## config.mk

```make
export PLATFORM = sky130hd
export DESIGN_NAME = layered_color_mapper
export DESIGN_NICKNAME = d
export VERILOG_FILES = /design/src/rtl/layered_color_mapper.sv
export SDC_FILE = /design/constraint.sdc
export NUM_CORES = 1
export LEC_CHECK = 0
export BUFFER_PORTS_ARGS = -buffer_cell sky130_fd_sc_hd__buf_2
export CAP_MARGIN = 20
export CORE_ASPECT_RATIO = 1.1
export CORE_MARGIN = 3
export CORE_UTILIZATION = 30
export CTS_BUF_LIST = sky130_fd_sc_hd__clkbuf_4
export CTS_CLUSTER_DIAMETER = 50
export DETAILED_ROUTE_END_ITERATION = 6
export MAX_ROUTING_LAYER = met4
export SETUP_SLACK_MARGIN = 0.2
export SLEW_MARGIN = 20
export SYNTH_ARGS = -nofsm -noshare
export SYNTH_HDL_FRONTEND = slang
export SYNTH_SLANG_ARGS = --single-unit
```

## constraint.sdc

```tcl
create_clock -name Clk -period 3.3 [get_ports Clk]
set_input_delay 0.66 -clock Clk [delete_from_list [all_inputs] [get_ports Clk]]
set_output_delay 0.66 -clock Clk [all_outputs]
set_load 0.01 [all_outputs]
```

## src/rtl/layered_color_mapper.sv

```systemverilog
// rtl/layered_color_mapper.sv - priority sprite-layer resolver, CPU palette and flash, 2-cycle pixel pipe
module layered_color_mapper #(
  parameter int NUM_LAYERS   = 4,
  parameter int IDX_W        = 4,
  parameter int FLASH_FRAMES = 8
) (
  input  logic                        Clk,
  input  logic                        Reset_n,
  input  logic                        frame_start,
  input  logic                        pix_valid,
  input  logic [9:0]                  DrawX,
  input  logic [9:0]                  DrawY,
  input  logic [NUM_LAYERS*IDX_W-1:0] layer_idx,
  input  logic [NUM_LAYERS-1:0]       layer_flash_en,
  input  logic                        pal_we,
  input  logic [IDX_W-1:0]            pal_addr,
  input  logic [23:0]                 pal_data,
  output logic [7:0]                  VGA_R,
  output logic [7:0]                  VGA_G,
  output logic [7:0]                  VGA_B,
  output logic                        out_valid
);

  localparam int CNT_W     = (FLASH_FRAMES > 1) ? $clog2(FLASH_FRAMES) : 1;
  localparam int PAL_DEPTH = 2 ** IDX_W;

  logic [CNT_W-1:0] flash_cnt_q, flash_cnt_d;
  logic             flash_phase_q, flash_phase_d;

  logic             hit_q, hit_d;
  logic [IDX_W-1:0] win_idx_q, win_idx_d;
  logic [6:0]       x_q;
  logic             valid1_q;

  logic [23:0]      rgb_q, rgb_d;
  logic             valid2_q;

  logic [23:0]      pal_q [PAL_DEPTH];

  // DrawY and the sub-tile X bits carry no information for the colour decision.
  logic unused_inputs;
  assign unused_inputs = ^{DrawY, DrawX[2:0]};

  always_comb begin
    flash_cnt_d   = flash_cnt_q;
    flash_phase_d = flash_phase_q;
    if (frame_start) begin
      if (flash_cnt_q == CNT_W'(FLASH_FRAMES - 1)) begin
        flash_cnt_d   = '0;
        flash_phase_d = ~flash_phase_q;
      end else begin
        flash_cnt_d = flash_cnt_q + 1'b1;
      end
    end
  end

  // Walk from lowest to highest priority so layer 0 overwrites last.
  always_comb begin
    hit_d     = 1'b0;
    win_idx_d = '0;
    for (int k = NUM_LAYERS - 1; k >= 0; k--) begin
      if ((layer_idx[k*IDX_W +: IDX_W] != '0) && !(layer_flash_en[k] && flash_phase_q)) begin
        hit_d     = 1'b1;
        win_idx_d = layer_idx[k*IDX_W +: IDX_W];
      end
    end
  end

  always_comb begin
    rgb_d = 24'h000000;
    if (valid1_q) begin
      if (hit_q) begin
        rgb_d = pal_q[win_idx_q];
      end else begin
        rgb_d = {8'h3F, 8'h00, 8'h7F - {1'b0, x_q}};
      end
    end
  end

  always_ff @(posedge Clk or negedge Reset_n) begin
    if (!Reset_n) begin
      flash_cnt_q   <= '0;
      flash_phase_q <= 1'b0;
      hit_q         <= 1'b0;
      win_idx_q     <= '0;
      x_q           <= '0;
      valid1_q      <= 1'b0;
      rgb_q         <= 24'h000000;
      valid2_q      <= 1'b0;
    end else begin
      flash_cnt_q   <= flash_cnt_d;
      flash_phase_q <= flash_phase_d;
      hit_q         <= hit_d;
      win_idx_q     <= win_idx_d;
      x_q           <= DrawX[9:3];
      valid1_q      <= pix_valid;
      rgb_q         <= rgb_d;
      valid2_q      <= valid1_q;
    end
  end

  // Stage 2 samples pal_q at the same edge the write lands: read-before-write.
  always_ff @(posedge Clk or negedge Reset_n) begin
    if (!Reset_n) begin
      for (int i = 0; i < PAL_DEPTH; i++) begin
        pal_q[i] <= 24'h000000;
      end
    end else if (pal_we) begin
      pal_q[pal_addr] <= pal_data;
    end
  end

  assign VGA_R     = rgb_q[23:16];
  assign VGA_G     = rgb_q[15:8];
  assign VGA_B     = rgb_q[7:0];
  assign out_valid = valid2_q;

endmodule

```

# After elaboration in Yosys (flattened, before gate mapping)
# Index checks and enable logic that the tools add are counted.
[totals]
ff_bits = 426
latch_bits = 0
ramBits = 0
rom_bits = 0
word_cells = 68
mem_count = 0
[classes]
add_sub_neg = 2
multipliers = 0
n_div = 0
order_cmp = 3
n_eq_ne = 1
shift = 0
n_mux = 17
bitwise_logic = 3
reduce_logical = 18
[ops]
columns = ["op", "n"]
rows = [
  ["$bwmux W384", 1],
  ["$mux W24", 5],
  ["$bmux W24 S4", 1],
  ["$demux W24 S4", 1],
  ["$mux W4", 4],
  ["$reduce_bool A4 Y1", 4],
  ["$ge A5 B5 Y1 const B", 2],
  ["$not A4 Y5", 2],
  ["$logic_and A1 B1 Y1", 9],
  ["$sub A7 B7 Y8 const A", 1],
  ["$lt A5 B1 Y1 const B", 1],
  ["$logic_not A1 Y1", 4],
  ["$mux W1", 4],
  ["$add A3 B1 Y3 const B", 1],
  ["$eq A3 B3 Y1 const B", 1],
  ["$mux W3", 1],
  ["$reduce_and A2 Y1", 1],
  ["$not A1 Y1", 1],
]

# Longest topological paths before layout
# Gate-level depths: netlist of run 1.
[depth]
depth_word = 7
ltp_mapped = 8

# Worst setup path before layout of run 1
# No wires, ideal clock.
[synth_path]
path_kind = "input port to flip-flop"
start = "in pal_addr[0]"
end = "reg pal_q[315] (netlist name)"
setup_ps = 125
arrival_time_ps = 1908
path_slack_ps = 1267
path_stages = 6
n_path_buf = 2
cell_sequence = "buf_4 -> nor3b_2 -> nand2_1 -> nor2_2 -> buf_2 -> mux2_2"
[synth_between]
elab_chain_cells = 6
word_cells_on_any_way = 7
cone_classes = "2 x order compare; 3 x mux; 1 x bitwise; 1 x reduce/logical"
[synth_rtl]
columns = ["element", "line_no", "rtl"]
rows = [
  ["from (decl)", "16", "input logic [IDX_W-1:0] pal_addr,"],
  ["$not A4 Y5 (implied by the code) *", "109", "pal_q[pal_addr] <= pal_data;"],
  ["$ge A5 B5 Y1 (implied by the code) / $lt A5 B1 Y1 (equally long branches)", "109", ""],
  ["$logic_and A1 B1 Y1 (implied by the code)", "109", ""],
  ["$mux W24 (implied by the code)", "109", ""],
  ["$demux W24 S4 *", "109", ""],
  ["$bwmux W384 *", "109", ""],
  ["to (signal, indexed assignment)", "109", ""],
  ["to (decl)", "38", "logic [23:0] pal_q [PAL_DEPTH];"],
]
# Every way passes the cells marked *; elsewhere a longest branch is shown, timed or not.
# A chain may end at the register's enable or synchronous reset.

# Final worst setup path of run 1
[layout_path]
start = "reg win_idx_q[0]"
end = "reg rgb_q[15]"
[layout_between]
elab_chain_cells = 6
[layout_rtl]
columns = ["element", "line_no", "rtl"]
rows = [
  ["from (decl)", "31", "logic [IDX_W-1:0] win_idx_q, win_idx_d;"],
  ["from (signal assigned)", "94", "win_idx_q <= win_idx_d;"],
  ["$not A4 Y5 (implied by the code)", "73", "rgb_d = pal_q[win_idx_q];"],
  ["$bmux W24 S4", "73", ""],
  ["$mux W24 (implied by the code) (2 in a row)", "73", ""],
  ["$mux W24", "72", "if (hit_q) begin"],
  ["$mux W24", "71", "if (valid1_q) begin"],
  ["via rgb_d[15]", "35", "logic [23:0] rgb_q, rgb_d;"],
  ["to (signal assigned)", "97", "rgb_q <= rgb_d;"],
  ["to (decl)", "35", ""],
]
# The timed path passes the listed nets, and every way through them passes these cells. The select of a mux whose other input is x is not followed.

==> results.sh, run 1 <==
export IMPL_status="complete, no violations"
export IMPL_p_int_w=0.0110
export IMPL_nNetsFinal=1448
export IMPL_cts_sinks=426
export IMPL_cts_tree="done"
export IMPL_grt_overflow=0
export IMPL_ys_flop_type="dfrtp_1"
export IMPL_finalCritPeriodShare_pct=68.2
export IMPL_cts_hold_buf=10
export IMPL_slowest_delay_ps=920
export IMPL_grt_max_degree=93
export IMPL_ys_seq_elements=426
export IMPL_yosys_warnings=0
export IMPL_fin_ws_ps=1050
export IMPL_post_cts_buffers=0
export IMPL_critPathArrivalTime_ps=2920
export IMPL_via_per_inst=4.89
export IMPL_slowest_stage="dfrtp_4"
export IMPL_syn_cell_area_sq_um=18900
export IMPL_p_per_area_nw_per_um2=707
export IMPL_setup_viol=0
export IMPL_cp_top_family="flip-flops"
export IMPL_period_minus_slack_ps=2250
export IMPL_synthMuxAreaShare_pct=35.6
export IMPL_r2r_slack_ps=1050
export IMPL_core_area_sq_um=61700
export IMPL_ant_nets=0
export IMPL_holdPathEnd="win_idx_q[3]"
export IMPL_gp_congestion=0.751
export IMPL_wl_um=46400
export IMPL_drv_slew=0
export IMPL_port_buffer_count=84
export IMPL_crit_chain="buf_12 > mux4_2 > mux2i_1 > o32ai_1"
export IMPL_htree_levels=3
export IMPL_worstReg2RegEnd="rgb_q[15]"
export IMPL_finalClockSkew_ps=68.4
export IMPL_clockBufferDepth=3
export IMPL_synth_top_family_by_area="multiplexers"
export IMPL_ys_types=43
export IMPL_drc_errors=0
export IMPL_num_vias=11200
export IMPL_clk_latency_ps=870
export IMPL_ctsResizeCount=0
export IMPL_worst_r2r_path_depth=4
export IMPL_dp_hpwl_um=27400
export IMPL_holdPathStages=3
export IMPL_end_kind="register"
export IMPL_synthAdderAreaFrac_pct=0.132
export IMPL_critical_path_class="register to register"
export IMPL_grt_usage_pct=14.6
export IMPL_clk_pin_slew_worst_paths_ps=60
export IMPL_cts_buffers_inserted=112
export IMPL_io_pins=98
export IMPL_tightest_slew_ps=980
export IMPL_area_growth_pct=16.0
export IMPL_clockRootBuffer="clkbuf_4"
export IMPL_synth_compound_area_share_pct=3.17
export IMPL_synth_xor_area_share_pct=0.0463
export IMPL_pwr_share_clk_pct=29.4
export IMPL_post_place_ws_ps=564
export IMPL_yosys_area_top_type="dfrtp_1"
export IMPL_dieArea_sq_um=66100
export IMPL_critPathRequiredTime_ps=3970
export IMPL_ys_seq_area_share_pct=56.4
export IMPL_cp_num_buf_inv=1
export IMPL_fin_setup_tns_ps=0
export IMPL_min_path_type="input port to register"
export IMPL_finalPower_w=0.0155
export IMPL_netlist_instances=1213
export IMPL_rows=95
export IMPL_grt_pass1_vias=12200
export IMPL_p_leak_nw=9.67
export IMPL_placed_cell_area_sq_um=20400
export IMPL_start_util_pct=30.6
export IMPL_synth_nets=1288
export IMPL_worst_path_stages=4
export IMPL_r2r_start="win_idx_q[0]"
export IMPL_fin_area_sq_um=21900
export IMPL_p_sw_share_pct=28.8
export IMPL_grt_pass1_wl_um=72300
export IMPL_ir_drop_uv=239
export IMPL_die_x_um=245
export IMPL_critPathMaxFanout=37
export IMPL_synth_area_leaders="dfrtp_1 (56%), mux2_2 (22%), mux4_2 (8.9%)"
export IMPL_synth_top_cell_area_share_pct=56.4
export IMPL_grt_setup_unrepaired="false"
export IMPL_max_slew_margin_pct=33.8
export IMPL_synth_edf_count=0
export IMPL_layout_drive_gt1_share_pct=52.5
export IMPL_syn_area_per_cell_sq_um=15.6
export IMPL_hold_ws_ps=106
export IMPL_yosys_area_share_simple_pct=2.10
export IMPL_clock_fmax_ghz=0.444
export IMPL_drt_iter0_drc=614
export IMPL_start_kind="register"
export IMPL_pwr_share_comb_pct=24.1
export IMPL_drtPass1Iterations=7
export IMPL_drv_cap=0
export IMPL_hold_viol=0
export IMPL_synthArstFlopShare_pct=100
export IMPL_switching_power_w=0.00447
export IMPL_seqPwrFrac_pct=46.5
export IMPL_wl_per_cell_um=20.3
export IMPL_fp_dieH_um=269
export IMPL_hp_start="layer_idx[3]"
export IMPL_antenna_found_initial=5
## layout make-up
cell class	count	area, sq um
clock buffer	162	1220
timing repair buffer	142	966
clock inverter	32	193
multi-input combinational	686	7820
inverter	5	18.8
antenna	4	10.0
fill	5928	39800
sequential	426	10700
tap	824	1030
## layout by cell type, fill, tap and decap left out, types with 3 or more instances in the layout
master           n
dfrtp_1        423
diode_2          4
a22o_1           6
nor2_1           6
buf_12           6
o221ai_1        14
mux2_2         365
dlygate4sd3_1   10
nand3b_1         3
buf_4           42
clkbuf_4       162
buf_2           83
clkinv_1        23
nand3_2          3
clkinv_2         3
nor2b_1          3
o31a_1           6
o21ai_0         23
inv_2            4
and3_1           6
a221oi_1         7
mux2i_1         65
a21oi_1          7
dfrtp_4          3
nand2_1         27
nor2_4           4
mux2_1          24
o22ai_1         11
inv_1            3
mux4_2          75
and2_1           3
## power by group through the flow
stage	clock (W)	sequential (W)	combinational (W)
after CTS	0.00475	0.00723	0.00381
after detailed placement	0	0.00732	0.00379
after floorplan	0	0.00701	0.00291
after global routing	0.00503	0.00739	0.00407
final	0.00455	0.00721	0.00374
after global placement	0	0.00724	0.00370
## tightest hold or removal path, stage by stage
cell,delay [ps]
buf_2,90
nand2_1,50
o21ai_0,100
## metrics by stage
step | utilization, % | instances
after detailed placement | 33.1 | 2073
final | 35.5 | 2281
after global routing | 35.5 | 2279
after global placement | 33.1 | 2073
after floorplan | - | 1213
after CTS | 35.5 | 2277
## worst max-delay path by stage
stage / endpoint / slack, ps / startpoint
2_1_floorplan: pal_q[315] / 1270 / pal_addr[0]
3_3_place_gp: pal_q[142] / 560 / pal_addr[0]
3_5_place_dp: pal_q[140] / 560 / pal_addr[0]
4_1_cts: rgb_q[15] / 990 / win_idx_q[0]
5_1_grt: rgb_q[23] / 910 / win_idx_q[0]
6_report: rgb_q[15] / 1050 / win_idx_q[0]
## per-layer routing
layer | routed length, um | global-route usage (%) | vias to the layer above
met2 | 22300 | 22.5 | 248
met1 | 20600 | 19.1 | 5895
met3 | 2380 | 2.80 | 87
li1 | - | - | 4927
met5 | 0 | - | -
met4 | 1090 | 5.58 | 0
## Yosys cell counts (3+ instances only)
cell type    n
mux4_2      75
o21ai_0     23
buf_6        4
inv_1        3
clkbuf_1    38
nor2b_1      3
nand3_1      4
dfrtp_1    426
mux2_2     365
nor2_1       8
and3_1       6
nand3b_1     3
buf_4        7
a22o_1       6
o31a_1       6
a21oi_1      7
mux2_1      24
mux2i_1     65
o22ai_1     11
o41ai_1      3
nand2_1     27
and2_1       3
buf_2       45
nor3b_2      3
o221ai_1    14
a221oi_1     7
## flip-flops by register name (all words and copies together) (netlist names)
name           count
rgb_q             24
hit_q              1
x_q                7
win_idx_q          4
flash_phase_q      1
valid1_q           1
pal_q            384
flash_cnt_q        3
out_valid          1
## logic make-up after synthesis
group,count (synthesis)
buffers and inverters,101
adders and majority gates,2
AOI/OAI and AO/OA,84
muxes,529
and+or+nand+nor,70
xor gates and xnor gates,1
DFF,426
Note: power is estimated with default switching activity, not from simulation.
==> run 2: changes to the inputs <==
==> constraint.sdc (replaced) <==
create_clock -name Clk -period 2.2 [get_ports Clk]
set_input_delay 0.44 -clock Clk [delete_from_list [all_inputs] [get_ports Clk]]
set_output_delay 0.44 -clock Clk [all_outputs]
set_load 0.01 [all_outputs]
==> run 2 against run 1 <==
Net effect: sequential power rose by 48%; sequential cell count did not move; cell area rose by 3.3%; combinational power rose by 65%; maximum frequency rose by 19%; total power rose by 51%; via count rose by 1.6%; clock skew rose by 11 ps.
==> results.sh, run 2 (same netlist as run 1, synthesis figures left out) <==
export IMPL_finalClockSkew_ps=79.4
export IMPL_finalCritPeriodShare_pct=86.1
export IMPL_busiest_layer="met2"
export IMPL_setup_viol=0
export IMPL_multi_input_area_sq_um=7830
export IMPL_end_kind="register"
export IMPL_antenna_found_initial=1
export IMPL_ir_drop_uv=336
export IMPL_clk_pin_slew_worst_paths_ps=70
export IMPL_grtUsageMet1_pct=19.0
export IMPL_reg_top3="pal_q x384, rgb_q x24, x_q x7"
export IMPL_p_leak_nw=9.98
export IMPL_rows=95
export IMPL_layout_drive_gt1_share_pct=52.9
export IMPL_via_per_inst=4.89
export IMPL_grt_usage_pct=14.8
export IMPL_core_area_sq_um=61700
export IMPL_critPathRequiredTime_ps=2880
export IMPL_start_util_pct=30.6
export IMPL_min_path_type="input port to register"
export IMPL_ant_nets=0
export IMPL_regMostFlops="pal_q"
export IMPL_critPathArrivalTime_ps=2570
export IMPL_gp_congestion=0.785
export IMPL_hold_ws_ps=89.0
export IMPL_grt_max_degree=60
export IMPL_drt_iter0_drc=678
export IMPL_cts_tree="done"
export IMPL_max_slew_margin_pct=53.1
export IMPL_wl_um=46800
export IMPL_area_growth_pct=19.8
export IMPL_io_pins=98
export IMPL_start_kind="register"
export IMPL_dieArea_sq_um=66100
export IMPL_fillCellCount=5851
export IMPL_largest_reg_flops=384
export IMPL_grt_pass1_wl_um=73400
export IMPL_period_minus_slack_ps=1890
export IMPL_use_met2_pct=23.6
export IMPL_fin_setup_tns_ps=0
export IMPL_fp_dieH_um=269
export IMPL_dp_hpwl_um=28600
export IMPL_status="complete, no violations"
export IMPL_p_per_area_nw_per_um2=1040
export IMPL_num_vias=11300
export IMPL_clock_fmax_ghz=0.528
export IMPL_nNetsFinal=1504
export IMPL_grt_use_met3_pct=2.64
export IMPL_final_cell_mix="dfrtp_1 (422), mux2_2 (365), clkbuf_4 (160), buf_2 (83), mux4_2 (75)"
export IMPL_drv_cap=0
export IMPL_clockRootBuffer="clkbuf_4"
export IMPL_clk_latency_ps=840
export IMPL_cts_buffers_inserted=108
export IMPL_drtPass1Iterations=5
export IMPL_grt_pass1_vias=12500
export IMPL_hold_viol=0
export IMPL_critPathMaxFanout=35
export IMPL_ff_latch_area_sq_um=10700
export IMPL_port_buffer_count=84
export IMPL_drc_errors=0
export IMPL_clockBufferDepth=3
export IMPL_wl_per_cell_um=20.2
export IMPL_htree_levels=3
export IMPL_grt_setup_unrepaired="false"
export IMPL_die_x_um=245
export IMPL_final_common_cell="dfrtp_1"
export IMPL_grt_overflow=0
export IMPL_drv_slew=0
export IMPL_cts_sinks=426
export IMPL_tightest_slew_ps=703
export IMPL_critical_path_class="register to register"
## run 2: what timing repair did
item	4_1_cts	5_1_grt
hold buffers	42	0
endpoints found under the hold margin	699	0
resized for setup	0	5
setup endpoints to repair	0	12
setup buffers	0	8
## run 2: critical path, cell delays in order (launching register included)
cell and delay, ps:
dfrtp_1 390, buf_12 200, nor2b_1 580, a221oi_1 160
o21ai_0 230, o221ai_1 230
## run 2: final timing paths
kind	slack (ps)	cells past startpoint	to	from
setup reg to reg	310	5	rgb_q[4]	win_idx_q[3]
setup / recovery	310	5	rgb_q[4]	win_idx_q[3]
hold reg to reg	490	1	pal_q[298]	pal_q[298]
max in group asynchronous	1220	3	pal_q[262]	Reset_n
min in group asynchronous	130	2	pal_q[71]	Reset_n
hold / removal	90	3	win_idx_q[1]	layer_idx[9]
## run 2: through the flow
stage               util, %  instance area (sq um)  setup WS, ps  instances  power [W]
floorplan                 -                  18900           387       1213     0.0149
global placement       33.8                  20800           160       2093     0.0167
detailed placement     33.8                  20800           130       2093     0.0169
CTS                    36.6                  22600           204       2308     0.0237
global route           36.7                  22600           222       2317     0.0249
finish                 36.7                  22600           305       2317     0.0234
## run 2: final cells by class
cell class                      count  area share, %
Clock inverter                     13          0.503
Antenna cell                        1         0.0111
Timing Repair Buffer              202           7.84
Tap cell                          824           4.55
Inverter                            5         0.0829
Clock buffer                      160           5.31
Multi-Input combinational cell    686           34.6
Sequential cell                   426           47.1
## run 2: metal layers
layer / vias up / share of wire [%]
li1: 5045 / -
met1: 6017 / 46
met2: 210 / 49
met3: 67 / 3.5
met4: 0 / 2.0
met5: - / 0
## run 2: power by group
part / leakage (nW) / switching (W) / internal [W]
logic: 3.96 / 0.00262 / 0.00355
registers: 5.23 / 0.000968 / 0.00972
clock network: 0.793 / 0.00307 / 0.00350
